### src/rtl/div_pkg.sv
// Shared types and width constant for the sequential restoring divider.
package div_pkg;

  localparam int unsigned DIV_W = 4;

  typedef enum logic [1:0] {
    IDLE,
    BUSY,
    DONE
  } state_t;

endpackage

### src/rtl/sub_nb.sv
// N-bit ripple-borrow subtractor (diff = a - b) built from full-subtractor cells.
module sub_nb #(
  parameter int unsigned N = 5
) (
  input  logic [N-1:0] a,
  input  logic [N-1:0] b,
  output logic [N-1:0] diff,
  output logic         b_out
);

  logic [N:0] bw;

  assign bw[0] = 1'b0;

  for (genvar i = 0; i < N; i++) begin : g_cell
    // Borrow out when a < b + borrow_in at this bit.
    assign diff[i]  = a[i] ^ b[i] ^ bw[i];
    assign bw[i+1]  = (~a[i] & b[i]) | (~(a[i] ^ b[i]) & bw[i]);
  end

  assign b_out = bw[N];

endmodule

### src/rtl/div_4b_seq.sv
// Sequential restoring divider, one quotient bit per clock, valid/ready in and out.
// Optional early divide-by-zero exit when DIV_BY_ZERO_CHK_EN is defined.
module div_4b_seq
  import div_pkg::*;
#(
  parameter int unsigned W = DIV_W
) (
  input  logic         clk,
  input  logic         rst,
  input  logic         in_valid,
  output logic         in_ready,
  input  logic [W-1:0] dividend,
  input  logic [W-1:0] divisor,
  output logic         out_valid,
  input  logic         out_ready,
  output logic [W-1:0] quotient,
  output logic [W-1:0] remainder,
  output logic         div_by_zero
);

  localparam int unsigned RW = W + 1;
  localparam int unsigned CW = (W > 1) ? $clog2(W) : 1;

  state_t        state;
  logic [CW-1:0] cnt;
  logic [RW-1:0] r;
  logic [W-1:0]  q;
  logic [W-1:0]  d;

  logic [RW-1:0] r_sh;
  logic [RW-1:0] t;
  logic [RW-1:0] r_nxt;
  logic [W-1:0]  q_nxt;
  logic          borrow;

  // Shift the next dividend bit into the partial remainder, then trial-subtract.
  assign r_sh = RW'({r, q[W-1]});

  sub_nb #(.N(RW)) u_sub (
    .a     (r_sh),
    .b     ({1'b0, d}),
    .diff  (t),
    .b_out (borrow)
  );

  assign r_nxt = borrow ? r_sh : t;
  assign q_nxt = W'({q, ~borrow});

`ifdef DIV_BY_ZERO_CHK_EN
  logic dz;
  assign div_by_zero = dz;
`else
  assign div_by_zero = 1'b0;
`endif

  always_ff @(posedge clk or posedge rst) begin
    if (rst) begin
      state     <= IDLE;
      in_ready  <= 1'b1;
      out_valid <= 1'b0;
      quotient  <= '0;
      remainder <= '0;
      cnt       <= '0;
      r         <= '0;
      q         <= '0;
      d         <= '0;
`ifdef DIV_BY_ZERO_CHK_EN
      dz        <= 1'b0;
`endif
    end else begin
      case (state)
        IDLE: begin
          if (in_valid) begin
            d        <= divisor;
            q        <= dividend;
            r        <= '0;
            cnt      <= '0;
            in_ready <= 1'b0;
            state    <= BUSY;
`ifdef DIV_BY_ZERO_CHK_EN
            if (divisor == '0) begin
              state     <= DONE;
              quotient  <= '1;
              remainder <= dividend;
              dz        <= 1'b1;
            end
`endif
          end
        end
        BUSY: begin
          r   <= r_nxt;
          q   <= q_nxt;
          cnt <= cnt + CW'(1);
          if (cnt == CW'(W - 1)) begin
            state     <= DONE;
            out_valid <= 1'b1;
            quotient  <= q_nxt;
            remainder <= r_nxt[W-1:0];
          end
        end
        DONE: begin
          // Early-exit path enters DONE with out_valid low; raise it one cycle later.
          if (!out_valid) begin
            out_valid <= 1'b1;
          end else if (out_ready) begin
            out_valid <= 1'b0;
            in_ready  <= 1'b1;
            state     <= IDLE;
`ifdef DIV_BY_ZERO_CHK_EN
            dz        <= 1'b0;
`endif
          end
        end
        default: state <= IDLE;
      endcase
    end
  end

endmodule

### config.mk
export PLATFORM = sky130hd
export DESIGN_NAME = div_4b_seq
export DESIGN_NICKNAME = d
export VERILOG_FILES = /design/src/rtl/div_pkg.sv /design/src/rtl/sub_nb.sv /design/src/rtl/div_4b_seq.sv
export SDC_FILE = /design/constraint.sdc
export NUM_CORES = 1
export LEC_CHECK = 0
export ABC_AREA = 1
export BUFFER_PORTS_ARGS = -buffer_cell sky130_fd_sc_hd__clkbuf_2
export CAP_MARGIN = 10
export CORE_ASPECT_RATIO = 0.9
export CORE_UTILIZATION = 25
export DETAILED_ROUTE_END_ITERATION = 8
export PLACE_DENSITY_LB_ADDON = 0.08
export SLEW_MARGIN = 20
export SYNTH_ARGS = -nofsm -noshare
export SYNTH_HDL_FRONTEND = slang
export SYNTH_SLANG_ARGS = --single-unit
### constraint.sdc
create_clock -name clk -period 2.25 [get_ports clk]
set_input_delay 0.1125 -clock clk [delete_from_list [all_inputs] [get_ports clk]]
set_output_delay 0.1125 -clock clk [all_outputs]
set_load 0.05 [all_outputs]
# Word-level counts from Yosys, hierarchy flattened

Cells that the tools add are included.
Widths: inputs -> output; s select.

Input bits: 12
Output and inout port bits: 11
Bits in registers: 26
Word-level logic and storage cells: 74

Multiplexer cells: 20
$add $sub $neg: 1
Eq/ne operators: 7
Reductions and logical operators: 10
Bitwise gates (word level): 27

Operators by type and width:

| cell                | count |
|---|---|
| $pmux 4 s2          | 2 |
| $mux 4              | 3 |
| $mux 2              | 5 |
| $not 1->1           | 9 |
| $and 1x1->1         | 8 |
| $ne 2x2->1 const B  | 4 |
| $reduce_and 2->1    | 4 |
| $reduce_and 4->1    | 2 |
| $xor 1x1->1         | 7 |
| $mux 1              | 6 |
| $pmux 2 s3          | 1 |
| $reduce_bool 2->1   | 3 |
| $eq 2x2->1 const B  | 2 |
| $pmux 1 s2          | 2 |
| $pmux 2 s2          | 1 |
| $or 1x1->1          | 3 |
| $add 2x1->2 const B | 1 |
| $eq 2x1->1 const B  | 1 |
| $logic_not 2->1     | 1 |

# Logic depth before layout (Yosys ltp)

Word-level depth: 11
Depth in mapped cells: 9

# By module

From an unflattened synthesis, not the netlist that was laid out.

Cell total of the unflattened synthesis: 158
Area, all modules: 1277.5 sq um

Modules (own cells, without submodules):

| module     | instances | area an instance (sq um) | cells an instance | seq. area each (sq um) |
|---|---|---|---|---|
| div_4b_seq | 1         | 1139.8                   | 141               | 651.9 |
| sub_nb     | 1         | 137.6                    | 17                | 0.0 |

# Worst setup path after synthesis

OpenSTA, ideal clock, no wires.

Path type: flip-flop to flip-flop
Start point: register q[3]
End point: register remainder[0]
Required time: 2.132 ns
Stages on the path, launching flop included: 10
Arrival time: 2.100 ns
Setup slack: 0.032 ns
Buffers on the path: 0
Path through: dfrtp_1 > inv_1 > ha_1 > fa_1 > fa_1 > fa_1 > nand2_1 > nand2_1 > nand3_1 > nand2_1

Longest elaborated chain between the ends: 10
Elaborated cells between the ends (all ways): 11
Classes of those cells: 1 x mux; 10 x bitwise

Ends and longest elaborated chain:

| item                      | line             | source |
|---|---|---|
| from (decl)               | div_4b_seq.sv:27 | `logic [W-1:0] q;` |
| from (signal assigned)    | div_4b_seq.sv:75 | `q <= dividend;` |
| from (signal assigned)    | div_4b_seq.sv:92 | `q <= q_nxt;` |
| $not 1->1                 | sub_nb.sv:18     | `assign bw[i+1] = (~a[i] & b[i]) \| (~(a[i] ^ b[i]) & bw[i]);` |
| $and 1x1->1 (2 in series) | sub_nb.sv:18     |  |
| $or 1x1->1                | sub_nb.sv:18     |  |
| $and 1x1->1               | sub_nb.sv:18     |  |
| $or 1x1->1                | sub_nb.sv:18     |  |
| $and 1x1->1               | sub_nb.sv:18     |  |
| $or 1x1->1                | sub_nb.sv:18     |  |
| $and 1x1->1               | sub_nb.sv:18     |  |
| $mux 4 (*)                | div_4b_seq.sv:46 | `assign r_nxt = borrow ? r_sh : t;` |
| to (signal assigned)      | div_4b_seq.sv:98 | `remainder <= r_nxt[W-1:0];` |
| to (decl)                 | div_4b_seq.sv:17 | `output logic [W-1:0] remainder,` |

Mark *: on every way between the ends. The rest lies on a longest branch, timed or not.
A chain may end at the register's enable or synchronous reset.

# Final worst setup path

Start point: register q[3]
End point: register remainder[2]

Longest elaborated chain between the ends: 10
Elaborated cells between the ends (all ways): 11
Classes of those cells: 1 x mux; 10 x bitwise

Ends and longest elaborated chain:

| item                          | line |
|---|---|
| $not 1->1 (*)                 | sub_nb.sv:18 |
| $and 1x1->1 (*) (2 in series) | sub_nb.sv:18 |
| $or 1x1->1 (*)                | sub_nb.sv:18 |
| $and 1x1->1                   | sub_nb.sv:18 |
| $or 1x1->1                    | sub_nb.sv:18 |
| $and 1x1->1                   | sub_nb.sv:18 |
| $or 1x1->1                    | sub_nb.sv:18 |
| $and 1x1->1                   | sub_nb.sv:18 |
| $mux 4 (*)                    | div_4b_seq.sv:46 |

Marked as above.

==> out/qor.csv <==
metric,value,unit
fmax,460.3,MHz
worst_skew_pair.late_latency,0.27,ns
detailedPlace.worstSlack,-0.03629,ns
grt_usage,11.29,%
detail_route.wirelength,2537,µm
biggest_area_contributors_in_the_synthesized_netlist,"sky130_fd_sc_hd__dfrtp_1 51%, sky130_fd_sc_hd__nand2_1 22%, sky130_fd_sc_hd__nand3_1 7.3%",
fp.coreArea,4604,µm²
area_growth,23.03,%
dr.first_iter.drc_count,62,
yosys_warnings,0,
worst_r2r_startpoint,q[3]$_DFFE_PP0P_,
min_path_type,in2reg,
clk_path_buf_depth,2,
holdPathEnd,d[3]$_DFFE_PP0P_,
hold_violations,0,
first_global_vias,979,
start_kind,register,
numCtsBuffers,3,
layout_setup_ws,0.07727,ns
cell_area_synth,1239,µm²
drv_cap,0,
placementRows,23,
overflow,0,
worstSetupPathType,reg2reg,
share_of_layout_cells_above_drive_strength_1,26.16,%
die_w,76.20,µm
initial_core_util,26.90,%
count_of_pins_on_the_block_boundary,23,
antenna_found_initial,0,
n_fill_cell,512,
worstPathCellList,"inv_1, ha_2, fa_2, fa_2, fa_2, nand2_2, nand2_1, nand3_1, nand2_1",
cpMostUsedCell,sky130_fd_sc_hd__fa_2,
register_clock_pin_slew_on_the_reported_worst_setup_and_hold_paths,0.09,ns
crit_family,adder cells,
final_core_utilization,33.10,%
final.period_utilization,96.57,%
timing.reg2reg.setup_slack,0.08,ns
port_buffers,21,
routedWlPerCell,10.84,µm
place_congestion,0.7821,
arrival,2.34,ns
n_antenna_cell,0,
synth_area_leader_cell,sky130_fd_sc_hd__dfrtp_1,
synth_seq_cells,26,
required,2.41,ns
setup-violations-final,0,
tritoncts_num_sinks,26,
total_iterations_of_the_first_detailed_routing_run,6,
cts_post_setup_buffers_inserted,0,
vertical_die_dimension,68.78,µm
htree_num_levels,1,
route.vias.total,978,
timing.critical_path.fanout_max,5,
worstHoldStart,divisor[3],
totalNegativeSetupSlack,0,ns
synthCells,147,
syn_avg_cell_area,8.426,µm²
grt_max_degree,27,
worst_path_max_delay_cell,sky130_fd_sc_hd__fa_2,
drv_slew,0,
yosysTopAreaCellShare,50.51,%
synth-seq-area-share,52.63,%
timing.hold.worst_path_depth,3,
mappedNetlistNets,164,
cts_tree,built,
placement.cell_area,1406,µm²
critical_path.reg2reg.endpoint,remainder[2]$_DFFE_PP0P_,
route.detailed.drc,0,
synth_cell_type_count,17,
r2r_cell_count,9,
status,finished clean,
critical_path_buf_inv_count,1,
antenna_violating_nets_post_route,0,
vias_per_cell,4.179,
ctsRootBufferMaster,sky130_fd_sc_hd__clkbuf_8,
finalNetCount,190,
clock-skew-final,0.005679,ns
postLayoutCellArea,1524,µm²
layout_commonest_cell,sky130_fd_sc_hd__nand2_1,
detailed_place_hpwl,1954,µm
grt_pass1_wl,4574,µm
cpPeakStageDelay,0.41,ns
setup_crit_end_kind,register,
layout_common_cells,"71 x sky130_fd_sc_hd__nand2_1, 25 x sky130_fd_sc_hd__dfrtp_1, 21 x sky130_fd_sc_hd__clkbuf_2",
final_period_minus_worst_setup_slack,2.173,ns
die_ar,5240,µm²
layout make-up:
class | instances | area, µm² | area share [%]
clock buffer | 3 | 41.29 | 2.709
clock inverter | 1 | 30.03 | 1.970
sequential | 26 | 651.9 | 42.78
tap | 62 | 77.57 | 5.090
timing repair buffer | 25 | 141.4 | 9.278
inverter | 13 | 48.80 | 3.202
multi-input combinational | 104 | 533.0 | 34.98
state kept, by name, summed over array words and instances (netlist names):
register / count
d: 4
state: 2
quotient: 4
r: 4
cnt: 2
in_ready: 1
q: 4
remainder: 4
out_valid: 1
how the worst max path moves through the flow:
stage	start	endpoint	slack, ns	cells past startpoint
6_report	q[3]$_DFFE_PP0P_	remainder[2]$_DFFE_PP0P_	0.08	9
5_1_grt	q[3]$_DFFE_PP0P_	remainder[2]$_DFFE_PP0P_	-0.01	9
4_1_cts	q[3]$_DFFE_PP0P_	remainder[3]$_DFFE_PP0P_	0.02	8
3_5_place_dp	q[3]$_DFFE_PP0P_	remainder[2]$_DFFE_PP0P_	-0.04	9
3_3_place_gp	q[3]$_DFFE_PP0P_	remainder[2]$_DFFE_PP0P_	0.002	9
2_1_floorplan	q[3]$_DFFE_PP0P_	remainder[0]$_DFFE_PP0P_	0.03	9
synthesized netlist by cell type:
cell type and number:
sky130_fd_sc_hd__nand2_1 72, sky130_fd_sc_hd__dfrtp_1 25, sky130_fd_sc_hd__nand3_1 18, sky130_fd_sc_hd__inv_1 10
sky130_fd_sc_hd__fa_1 3, sky130_fd_sc_hd__inv_2 3, sky130_fd_sc_hd__buf_4 2, sky130_fd_sc_hd__buf_6 2
sky130_fd_sc_hd__ha_1 2, sky130_fd_sc_hd__nand2_2 2, sky130_fd_sc_hd__o21ai_0 2, sky130_fd_sc_hd__conb_1 1
sky130_fd_sc_hd__dfstp_2 1, sky130_fd_sc_hd__nand3_2 1, sky130_fd_sc_hd__nand4_1 1, sky130_fd_sc_hd__nor2_1 1
sky130_fd_sc_hd__o21ai_2 1
logic make-up after synthesis:
logic type	Yosys count	share of synthesized area, %
and+or+nand+nor	95	31.72
DFF	26	52.63
buffers and inverters	17	6.969
adders and majority gates	5	6.869
AOI/OAI and AO/OA	3	1.515
other	1	0.3027
worst min-delay path, stage by stage:
cell and delay, ns:
sky130_fd_sc_hd__clkbuf_2 0.07, sky130_fd_sc_hd__nand2_1 0.04, sky130_fd_sc_hd__nand2_1 0.05
what timing repair did:
item	in CTS	in global routing
setup endpoints to repair	9	9
gates resized for setup	2	8
pin swaps	0	1
endpoints found under the hold margin	25	0
hold buffers	1	0
per-stage QoR:
step | hold WS, ns | cells
after floorplan | 0.1518 | 147
after global placement | 0.1725 | 229
after detailed placement | 0.1721 | 229
after CTS | 0.03710 | 234
after global routing | 0.04918 | 234
final | 0.03973 | 234
routing by layer:
layer / GRT usage [%] / part of all wire (%)
met3: 2.895 / 3.5
met4: 2.885 / 1.6
met2: 18.64 / 40
met1: 14.97 / 54
met5: 0 / 0
Power is left out: the tool's default activity adds up to more than one toggle a clock period on the data nets, which glitch-free logic cannot reach.
